`src/rtl/cntry_vehicle_sensor.sv`:
```
// Country-road vehicle sensor: synchronises and debounces the loop detector,
// queues arriving vehicles and retires them while the country light is GREEN.
// X is high while vehicles are queued.
// Optional feature (define CNTRY_MAX_GREEN_EN): after MAX_GREEN consecutive
// green cycles X is forced low until the country light leaves GREEN.
module cntry_vehicle_sensor #(
  parameter int unsigned DEBOUNCE      = 4,
  parameter int unsigned DEPART_CYCLES = 3,
  parameter int unsigned QW            = 4,
  parameter int unsigned MAX_GREEN     = 12
) (
  input  logic          clock,
  input  logic          clear,
  input  logic          veh_raw,
  input  logic [1:0]    cntry,
  output logic          X,
  output logic [QW-1:0] queue_count,
  output logic          arrival,
  output logic          departure,
  output logic          ovf
);

  localparam int unsigned DW = (DEBOUNCE > 1) ? $clog2(DEBOUNCE) : 1;
  localparam int unsigned TW = (DEPART_CYCLES > 1) ? $clog2(DEPART_CYCLES) : 1;
  localparam logic [1:0]    GREEN = 2'd2;
  localparam logic [QW-1:0] QMAX  = '1;

  logic          s1, s2, stable;
  logic [DW-1:0] dcnt;
  logic [TW-1:0] ttmr;
  logic [QW-1:0] q_next;
  logic          ovf_next;
  logic          is_green;
  logic          timer_run;
  logic          x_next;

  assign is_green = (cntry == GREEN);

  // Synchroniser, debounce and arrival pulse on an accepted 0->1 transition
  always_ff @(posedge clock) begin
    if (clear) begin
      s1      <= 1'b0;
      s2      <= 1'b0;
      stable  <= 1'b0;
      dcnt    <= '0;
      arrival <= 1'b0;
    end else begin
      s1      <= veh_raw;
      s2      <= s1;
      arrival <= 1'b0;
      if (s2 == stable) begin
        dcnt <= '0;
      end else if (dcnt == DW'(DEBOUNCE - 1)) begin
        stable  <= s2;
        dcnt    <= '0;
        arrival <= s2;
      end else begin
        dcnt <= dcnt + DW'(1);
      end
    end
  end

  // Next queue value: collision holds, saturate at top, guard at zero
  always_comb begin
    q_next   = queue_count;
    ovf_next = ovf;
    if (arrival && !departure) begin
      if (queue_count == QMAX) begin
        ovf_next = 1'b1;
      end else begin
        q_next = queue_count + QW'(1);
      end
    end else if (departure && !arrival && (queue_count != '0)) begin
      q_next = queue_count - QW'(1);
    end
  end

  // Timer also stops when the last queued vehicle is already retiring
  assign timer_run = is_green && (queue_count != '0) && (q_next != '0);

  // Departure timer: one departure per DEPART_CYCLES of continuous green
  always_ff @(posedge clock) begin
    if (clear) begin
      ttmr      <= '0;
      departure <= 1'b0;
    end else begin
      departure <= 1'b0;
      if (!timer_run) begin
        ttmr <= '0;
      end else if (ttmr == TW'(DEPART_CYCLES - 1)) begin
        ttmr      <= '0;
        departure <= 1'b1;
      end else begin
        ttmr <= ttmr + TW'(1);
      end
    end
  end

`ifdef CNTRY_MAX_GREEN_EN
  localparam int unsigned GW = $clog2(MAX_GREEN + 1);
  logic [GW-1:0] gcnt;

  // Consecutive-green counter, saturating at MAX_GREEN
  always_ff @(posedge clock) begin
    if (clear) begin
      gcnt <= '0;
    end else if (!is_green) begin
      gcnt <= '0;
    end else if (gcnt != GW'(MAX_GREEN)) begin
      gcnt <= gcnt + GW'(1);
    end
  end

  assign x_next = (q_next != '0) && !(is_green && (gcnt == GW'(MAX_GREEN)));
`else
  assign x_next = (q_next != '0);
`endif

  // Queue, sticky overflow and registered vehicle-present flag
  always_ff @(posedge clock) begin
    if (clear) begin
      queue_count <= '0;
      ovf         <= 1'b0;
      X           <= 1'b0;
    end else begin
      queue_count <= q_next;
      ovf         <= ovf_next;
      X           <= x_next;
    end
  end

endmodule

```
`config.mk`:
```
export PLATFORM = sky130hd
export DESIGN_NAME = cntry_vehicle_sensor
export DESIGN_NICKNAME = d
export VERILOG_FILES = /design/src/rtl/cntry_vehicle_sensor.sv
export SDC_FILE = /design/constraint.sdc
export NUM_CORES = 1
export LEC_CHECK = 0
export BUFFER_PORTS_ARGS = -buffer_cell sky130_fd_sc_hd__buf_2
export CORE_MARGIN = 2
export CORE_UTILIZATION = 30
export DETAILED_ROUTE_END_ITERATION = 6
export HOLD_SLACK_MARGIN = 0.06
export PLACE_DENSITY = 0.6
export RECOVER_POWER = 50
export SLEW_MARGIN = 10
export SYNTH_ARGS = -nofsm -noshare
export SYNTH_HDL_FRONTEND = slang
export SYNTH_SLANG_ARGS = --single-unit
export TNS_END_PERCENT = 50
```
`constraint.sdc`:
```
create_clock -name clock -period 2.2 [get_ports clock]
set_input_delay 0.11 -clock clock [delete_from_list [all_inputs] [get_ports clock]]
set_output_delay 0.11 -clock clock [all_outputs]
set_load 0.005 [all_outputs]
```
==> results of run 1 <==
==> cell usage in the layout, fill, tap and decap left out, types with 2 or more instances in the layout <==
master,instances
dfxtp_1,15
a21oi_1,2
nand2_1,2
clkbuf_1,6
inv_1,6
buf_2,7
ha_1,4
nor2_1,8
nor3b_1,3
nor4_1,2
mux2_2,2
nand2b_1,2
xnor2_1,2
nor2b_1,2
clkbuf_4,3
nor4bb_1,2
==> worst max-delay path by stage <==
| stage | to | slack, ps | cells after the start |
|---|---|---|---|
| floorplan | ttmr[0] | 400 | 8 |
| global placement | ttmr[1] | 320 | 7 |
| detailed placement | ttmr[0] | 220 | 7 |
| CTS | ttmr[0] | 170 | 7 |
| global route | ttmr[0] | 0.4 | 7 |
| finish | ttmr[0] | 210 | 7 |
==> worst max-delay path, delay by kind of cell (launching register included) <==
kind | cells | cell delay [ps]
buffers and inverters | 1 | 80
and+or+nand+nor | 4 | 790
DFF | 1 | 500
AOI/OAI and AO/OA | 1 | 300
adders and majority gates | 1 | 240
==> layer usage <==
| layer | track usage (%) | up-vias |
|---|---|---|
| met3 | 1.67 | 2 |
| met5 | 0 | - |
| met1 | 14.6 | 284 |
| met2 | 16.9 | 13 |
| li1 | - | 302 |
| met4 | 6.25 | 0 |
==> where the power goes <==
| group | internal [mW] | switching [mW] | total, mW |
|---|---|---|---|
| sequential | 0.273 | 0.00107 | 0.275 |
| clock | 0.0701 | 0.0768 | 0.147 |
| combinational | 0.00594 | 0.00511 | 0.0111 |
| total | 0.350 | 0.0830 | 0.433 |
==> cell families after synthesis <==
logic type / count (synthesis)
AND/OR/NAND/NOR: 32
flip-flops: 15
AO/OA/AOI/OAI: 12
buffers and inverters: 9
adder cells (fa/ha/maj): 4
multiplexers: 3
XOR/XNOR: 2
==> flip-flops by register name, summed over array words and instances (netlist names) <==
| register | flops |
|---|---|
| ttmr | 2 |
| stable | 1 |
| s1 | 1 |
| dcnt | 2 |
| X | 1 |
| departure | 1 |
| ovf | 1 |
| s2 | 1 |
| queue_count | 4 |
| arrival | 1 |
==> per-stage QoR <==
stage,worst slack (ps),std cells
2_1_floorplan,404,77
4_1_cts,175,121
3_3_place_gp,319,116
3_5_place_dp,220,116
6_report,211,121
5_1_grt,0.428,121
==> repair_timing <==
action,4_1_cts,5_1_grt
endpoints found under the hold margin,1,0
hold buffers,1,0
setup endpoints to repair,0,0
==> final cells by class <==
| type | instances | area [µm²] |
|---|---|---|
| sequential | 15 | 300 |
| inverter | 6 | 22.5 |
| multi-input combinational | 53 | 413 |
| clock buffer | 4 | 26.3 |
| fill | 252 | 1570 |
| timing repair buffer | 13 | 63.8 |
| tap | 30 | 37.5 |
==> results.md, run 1 <==
* Worst-skew pair later-pin latency at 270 ps
* # port buffers at 12
* Starting Density at 31.0%
* Setup TNS at 0 ps
* Critical path startpoint: queue_count[0]
* # Max-Cap Violations at 0
* Crit path kind: reg -> reg
* Min-Delay Startpoint: cntry[0]
* RSZ-0062 raised after global routing: false
* R2r setup slk at 210 ps
* EDFF count, synth at 0
* Root buf cell: clkbuf_4
* # diodes at 0
* Via/cell ratio at 4.97
* Register area share after synthesis at 39.8%
* Post-DP HPWL at 1010 µm
* Fin crit period at 1990 ps
* Post-synthesis mux area share at 4.31%
* Hold Violations, Final at 0
* Synthesized area at 754 µm²
* CP cell instances: inv_1 -> ha_1 -> nor3b_1 -> or2_1 -> a311oi_2 -> nor3_2 -> nor4_1
* Fin area at 863 µm²
* Synth Area in Simple Gates at 27.9%
* Worst flop-to-flop path startpoint: queue_count[0]
* Crit path max-delay cell type: dfxtp_1
* Post-layout power at 433 µW
* Clock Skew at 1.80 ps
* CP max stage delay at 500 ps
* Drt pass-1 iters at 4
* Largest family of logic cells by synthesized area: simple AND/OR/NAND/NOR gates
* Final setup fails at 0
* Commonest cells in the netlist: dfxtp_1 (15), nor2_1 (8), inv_1 (6), ha_1 (4), nor3b_1 (3)
* Placement Rows at 18
* Slew margin rel. at 75.7%
* FF+latch count, synth at 15
* Largest net degree at the start of global routing at 12
* Lkg Pwr at 0.315 nW
* Die H at 54.2 µm
* DP Area at 833 µm²
* Hold slack at 126 ps
* Count of cell types in the netlist at 37
* Wire per inst at 11.1 µm
* H-tree depth at 1
* Gp weighted congestion at 0.761
* Die width at 54.2 µm
* Synth top area share at 39.8%
* DRT met1 WL at 640 µm
* Yosys warning count at 0
* Resized Gates After CTS at 0
* Status: completed
* Gr usage total at 11.0%
* CP Data Required Time at 2380 ps
* CTS tree: done
* Fmax at 503 MHz
* Worst Reg-to-Reg Cells at 7
* Crit path DAT at 2160 ps
* FF-to-FF End: ttmr[0]
* Routed Antenna Nets at 0
* Worst-path clk slew at 80 ps
* Main synth FF type: dfxtp_1
* Metal3 WL at 54 µm
* Worst hold path depth at 3
* Ports at 13
* Antenna violations before repair at 0
* Critical path launch point type: flip-flop
* CTS buffer count at 3
* Syn_nets at 86
* Pwr per Cell Area at 501 nW/µm²
* # DRC at 0
* Share of layout cells above drive strength 1 at 22.0%
* Vias at 601
* Hold Path End: ttmr[1]
* Xor-xnor portion of the synthesized cell area at 2.32%
* Slew at the pin closest to its max-slew limit at 359 ps
* Core Region at 2430 µm²
* Syn avg cell area at 9.80 µm²
* Grt total ovfl at 0
* Die ar. at 2930 µm²
* Nets at 101
* VDD IR max at 0.316 mV
* DR WL met2 at 629 µm
* Final cycle utilization of the critical path at 90.4%
* Synthesized instance count at 77
* Worst hold path type: in -> reg
* Slew Viols, Final at 0
* Setup bufs post-CTS at 0
* CTS max path bufs at 2
* DR top layer: met4
* Clock sink count at 15
* Crit end category: flip-flop
* Synth Area in Compound Gates at 13.6%
* Vias in the first global route at 563
* Adder-cell share of the synthesized area at 6.63%
* Synth area leaders: dfxtp_1 (40%), ha_1 (6.6%), nor2_1 (4.0%)
* Area Growth Syn to Fin at 14.4%
* First-pass GRT wire length at 2360 µm
* Most numerous cell in the Yosys netlist: dfxtp_1
* Final wirelength at 1340 µm
* First DRT Iteration DRCs at 8
* Final core utilization at 35.5%
* Synth async-reset ratio at 0%
* Synth area leader: dfxtp_1
* Crit-path max FO at 9
No activity file was read; power rests on OpenSTA's default activity.
==> run 2, diff against run 1 <==
==> constraint.sdc (replaced) <==
create_clock -name clock -period 2.4 [get_ports clock]
set_input_delay 0.12 -clock clock [delete_from_list [all_inputs] [get_ports clock]]
set_output_delay 0.12 -clock clock [all_outputs]
set_load 0.005 [all_outputs]
==> run 2 against run 1 <==
Clock skew increased by 2.8 ps. Flip-flop and latch count unchanged. Die area unchanged. Setup slack improved by 200 ps. Non-clock buffer count unchanged. Via count increased by 1.0%. Clock-buffer cell count unchanged. Design area increased by 0.29%. Largest cell class unchanged. Largest power group unchanged.
==> results.md, run 2 (synthesis results as in run 1) <==
* Largest register FFs at 4 (unchanged)
* Worst-path clk slew at 80 ps (about the same)
* Die ar. at 2930 µm² (unchanged)
* Lkg Pwr at 0.324 nW (+2.8%)
* Setup WS post-layout at 416 ps (+204 ps)
* Slew Viols, Final at 0 (unchanged)
* Resized Gates After CTS at 0 (unchanged)
* Hold Violations, Final at 0 (unchanged)
* Multi-input combinational cell area at 413 µm² (unchanged)
* CP max stage delay at 500 ps (about the same)
* VDD IR max at 0.246 mV (-22%)
* Clock sink count at 15 (unchanged)
* Routed Antenna Nets at 0 (unchanged)
* CTS buffer count at 3 (unchanged)
* Wire per inst at 11.0 µm (-1.3%)
* DP Area at 833 µm² (unchanged)
* Core Region at 2430 µm² (unchanged)
* Drt pass-1 iters at 4 (unchanged)
* Clock Skew at 4.56 ps (+2.76 ps)
* Crit path kind: reg -> reg
* # DRC at 0 (unchanged)
* Via/cell ratio at 5.02 (+1.0%)
* Final wirelength at 1330 µm (-1.3%)
* Gr usage total at 10.5% (-0.50 points)
* Grt total ovfl at 0 (unchanged)
* Share of layout cells above drive strength 1 at 24.2% (+2.2 points)
* Leading registers by flop count: queue_count x4, dcnt x2, ttmr x2
* Setup TNS at 0 ps (unchanged)
* CP Data Required Time at 2580 ps (+200 ps)
* Die width at 54.2 µm (unchanged)
* H-tree depth at 1 (unchanged)
* Commonest non-fill, non-tap cell in the layout: dfxtp_1
* Crit-path max FO at 9 (unchanged)
* Final setup fails at 0 (unchanged)
* Pwr per Cell Area at 460 nW/µm² (-8.2%)
* CP cell instances: inv_1 -> ha_1 -> nor3b_1 -> or2_1 -> a311oi_2 -> nor3_2 -> nor4_1
* Root buf cell: clkbuf_4
* Area Growth Syn to Fin at 14.8%
* Worst flop-to-flop path startpoint: queue_count[0]
* Reg with most FFs: queue_count
* Placement Setup Slack at 421 ps (+201 ps)
* Nets at 101 (unchanged)
* Crit end category: flip-flop
* Placement Rows at 18 (unchanged)
* Ports at 13 (unchanged)
* Slew margin rel. at 75.2% (-0.52 points)
* Antenna violations before repair at 0 (unchanged)
* Die H at 54.2 µm (unchanged)
* RSZ-0062 raised after global routing: false
* Crit path DAT at 2170 ps (about the same)
* Register area at 300 µm² (unchanged)
* # port buffers at 12 (unchanged)
* Gp weighted congestion at 0.761 (unchanged)
* Min-Delay Startpoint: cntry[0]
* Filler instances at 265 (+5.2%)
* Setup bufs post-CTS at 0 (unchanged)
* First DRT Iteration DRCs at 17 (+9)
* Critical path launch point type: flip-flop
* Crit path max-delay cell type: dfxtp_1
* Status: completed
* Largest net degree at the start of global routing at 12 (unchanged)
* Worst hold path type: in -> reg
* Worst-skew pair later-pin latency at 280 ps (about the same)
* # diodes at 0 (unchanged)
* # Max-Cap Violations at 0 (unchanged)
* Vias at 607 (+1.0%)
* Post-DP HPWL at 978 µm (-2.7%)
* CTS tree: done
* Fmax at 504 MHz (+0.22%)
* Starting Density at 31.0% (unchanged)
* Final cycle utilization of the critical path at 82.7% (-7.7 points)
* Fin crit period at 1980 ps (-4.39 ps)
* Slew at the pin closest to its max-slew limit at 367 ps (+7.64 ps)
* Most frequent cells in the layout: dfxtp_1 (15), buf_2 (9), nor2_1 (8), inv_1 (6)
* Critical path startpoint: queue_count[0]
* First-pass GRT wire length at 2210 µm (-6.4%)
* CTS max path bufs at 2 (unchanged)
* Fin area at 866 µm² (+0.29%)
* Vias in the first global route at 546 (-3.0%)
* Post-layout power at 398 µW (-7.9%)
* Final core utilization at 35.6% (+0.10 points)
[run 2: cell count changes in the layout (fill, tap and decap cells not counted)]
cell	change
buf_2	+2
clkbuf_1	-2
[run 2: final timing paths]
kind / end / slack [ps] / cells past startpoint
max: ttmr[1] / 420 / 7
min: ttmr[0] / 130 / 3
max reg2reg: ttmr[1] / 420 / 7
min reg2reg: dcnt[0] / 430 / 1
[run 2: worst max-delay path: cells and delay by family, from the launching register on]
family,cells,cell delay (ps)
AO/OA/AOI/OAI,1,300
AND/OR/NAND/NOR,4,780
adder cells (fa/ha/maj),1,230
buffers and inverters,1,80
flip-flops,1,500
[run 2: per-layer routing]
| layer | GRT usage (%) | share of wire (%) | up-vias |
|---|---|---|---|
| li1 | - | - | 302 |
| met1 | 12.5 | 47 | 285 |
| met5 | 0 | 0 | - |
| met2 | 16.5 | 46 | 16 |
| met4 | 10.0 | 3.2 | 0 |
| met3 | 0.833 | 3.0 | 4 |
[run 2: what timing repair did]
item	4_1_cts	5_1_grt
setup endpoints to repair	0	0
hold buffers	1	0
endpoints found under the hold margin	1	0
[run 2: report_power, final]
group / switching [mW] / internal [mW] / total [mW]
logic: 0.00492 / 0.00546 / 0.0104
clock network: 0.0718 / 0.0644 / 0.136
registers: 0.000898 / 0.251 / 0.252
[run 2: cell type report]
class,instances,area share [%]
Multi-Input combinational cell,53,47.7
Sequential cell,15,34.7
Timing Repair Buffer,13,7.66
Tap cell,30,4.34
Clock buffer,4,3.03
Inverter,6,2.60
[run 2: through the flow]
step,hold slack (ps),std cells
after floorplan,197,77
after global placement,334,116
after detailed placement,338,116
after CTS,119,121
after global routing,141,121
final,130,121
==> run 3, diff against run 2 <==
--- a/config.mk
+++ b/config.mk
@@ -10,7 +10,7 @@
 export CORE_UTILIZATION = 30
 export DETAILED_ROUTE_END_ITERATION = 6
 export HOLD_SLACK_MARGIN = 0.06
-export PLACE_DENSITY = 0.6
+export PLACE_DENSITY = 0.62
 export RECOVER_POWER = 50
 export SLEW_MARGIN = 10
 export SYNTH_ARGS = -nofsm -noshare
==> constraint.sdc (replaced) <==
create_clock -name clock -period 1.61 [get_ports clock]
set_input_delay 0.0805 -clock clock [delete_from_list [all_inputs] [get_ports clock]]
set_output_delay 0.0805 -clock clock [all_outputs]
set_load 0.005 [all_outputs]
==> run 3 against run 2 <==
The run now ends with setup timing left. Largest cell class unchanged. Die area unchanged. Maximum frequency up 22%. Clock skew down 3.3 ps.
==> results.md, run 3 (synthesis results as in run 1) <==
* Final wirelength at 1690 µm (+28%)
* Crit path kind: reg -> reg
* Slew margin rel. at 75.3% (+0.11 points)
* Reg with most FFs: queue_count
* Failing checks: setup timing
* CTS buffer count at 3 (unchanged)
* Leading registers by flop count: queue_count x4, dcnt x2, ttmr x2
* Die H at 54.2 µm (unchanged)
* Crit path DAT at 1810 ps (-360 ps)
* Filler instances at 245 (-7.5%)
* Worst-skew pair later-pin latency at 270 ps (about the same)
* Antenna violations before repair at 0 (unchanged)
* Starting Density at 31.0% (unchanged)
* VDD IR max at 0.380 mV (+54%)
* CTS tree: done
* Status: complete, but fails checks
* Drt pass-1 iters at 4 (unchanged)
* Final Non-Filler Cells at 131 (+8.3%)
* CP Data Required Time at 1800 ps (-780 ps)
* Most frequent cells in the layout: buf_2 (12), dfxtp_1 (10), buf_4 (10), nor2_1 (6)
* Clock Skew at 1.22 ps (-3.34 ps)
* Area Growth Syn to Fin at 43.0%
* Placement Rows at 18 (unchanged)
* Crit end category: flip-flop
* Lkg Pwr at 0.412 nW (+27%)
* Clock network power share at 34.9% (+0.7 points)
* RSZ-0062 raised after global routing: true
* Largest net degree at the start of global routing at 12 (unchanged)
* Met2 usage at 25.3% (+8.8 points)
* Largest register FFs at 4 (unchanged)
* Worst hold path type: in -> reg
* Gp weighted congestion at 0.746 (-2.0%)
* Final setup fails at 1 (+1)
* Routed Antenna Nets at 0 (unchanged)
* Vias at 637 (+4.9%)
* Gr usage total at 13.9% (+3.4 points)
* DP Cell Count at 124 (+6.9%)
* Switching part of the total at 20.6% (+1.1 points)
* Ports at 13 (unchanged)
* Logic pwr share at 2.9% (+0.3 points)
* Die ar. at 2930 µm² (unchanged)
* Worst-path clk slew at 90 ps (about the same)
* Commonest non-fill, non-tap cell in the layout: buf_2
* Root buf cell: clkbuf_4
* Fmax at 617 MHz (+22%)
* CTS max path bufs at 2 (unchanged)
* Pwr per Cell Area at 556 nW/µm² (+21%)
* Nets at 111 (+9.9%)
* Hold Violations, Final at 0 (unchanged)
* Share of layout cells above drive strength 1 at 55.4% (+31 points)
* Fin crit period at 1620 ps (-363 ps)
* Gr busiest metal: met2
* Sw power at 123 µW (+59%)
* Core Region at 2430 µm² (unchanged)
* # port buffers at 12 (unchanged)
* Post-DP HPWL at 1190 µm (+21%)
* H-tree depth at 1 (unchanged)
* Sequential power share at 62.2% (-1.0 points)
* Vias in the first global route at 645 (+18%)
* Wire per inst at 12.9 µm (+18%)
* Final cycle utilization of the critical path at 101% (+18 points)
* Grt total ovfl at 0 (unchanged)
* # Max-Cap Violations at 0 (unchanged)
* Placement Setup Slack at -132 ps (-553 ps)
* Slew at the pin closest to its max-slew limit at 366 ps (-0.897 ps)
* Slew Viols, Final at 0 (unchanged)
* # DRC at 0 (unchanged)
* # diodes at 0 (unchanged)
* Crit-path max FO at 4 (-5)
* Setup WS post-layout at -11.0 ps (-427 ps)
* Clock sink count at 15 (unchanged)
* Via/cell ratio at 4.86 (-3.1%)
* GRT met3 Usage at 2.50% (+1.7 points)
* Internal power at 476 µW (+49%)
* Die width at 54.2 µm (unchanged)
* First DRT Iteration DRCs at 5 (-12)
* Critical path launch point type: flip-flop
* First-pass GRT wire length at 2820 µm (+28%)
* GRT met1 Usage at 16.0% (+3.6 points)
run 3: cell types whose count changed in the layout (fill, tap and decap cells not counted), moves of 2 or more:
cell,previous run,this run
ha_1,4,2
buf_2,9,12
dfxtp_1,15,10
nor2_1,8,6
nor3b_1,3,1
buf_4,0,10
clkbuf_1,4,1
dfxtp_2,0,4
inv_1,6,4
run 3: final cells by class:
cell class	count	area, µm²	area share (%)
multi-input cells	53	536	49.7
flip-flops and latches	15	309	28.7
repair buffers	23	145	13.5
well taps	30	37.5	3.48
clock buffers	4	26.3	2.44
inverters	6	25.0	2.32
run 3: worst max-delay path: stages, from the launching register on:
cell and delay [ps]:
dfxtp_2 360, inv_2 50, ha_4 160, nor3b_4 150, or2_4 260, a311oi_4 310
nor3_4 100, nor4_1 150
run 3: repair_timing:
item | in CTS | in global routing
endpoints found under the setup margin | 3 | 5
hold buffers | 1 | 0
pin swaps | 8 | 5
buffers inserted | 2 | 0
endpoints found under the hold margin | 1 | 0
gates resized for setup | 17 | 7
run 3: path summary, 6_finish.rpt:
| path | start | slack (ps) | to | depth (start not counted) |
|---|---|---|---|---|
| max | queue_count[1] | -10 | ttmr[0] | 7 |
| min | cntry[0] | 80 | departure | 3 |
| max reg2reg | queue_count[1] | -10 | ttmr[0] | 7 |
| min reg2reg | ttmr[0] | 420 | ttmr[0] | 1 |
run 3: power groups by stage:
stage	Sequential (mW)	Combinational [mW]	Clock (mW)
global route	0.374	0.0190	0.241
finish	0.373	0.0174	0.209
floorplan	0.384	0.00763	0
detailed placement	0.384	0.0141	0
CTS	0.373	0.0174	0.217
global placement	0.384	0.0133	0
run 3: layer usage:
layer	part of all wire, %	wire length, µm
met3	3.1	52
met5	0	0
met2	53	900
met1	43	726
met4	0.65	11
run 3: stage by stage:
step	hold slack (ps)	util [%]	setup TNS, ps	area, µm²	power (mW)
floorplan	157	-	-133	787	0.391
global placement	295	37.9	-80.0	922	0.397
detailed placement	303	37.9	-207	922	0.398
CTS	75.8	43.3	-17.9	1050	0.608
global route	73.6	44.3	-222	1080	0.634
finish	84.3	44.3	-11.0	1080	0.600
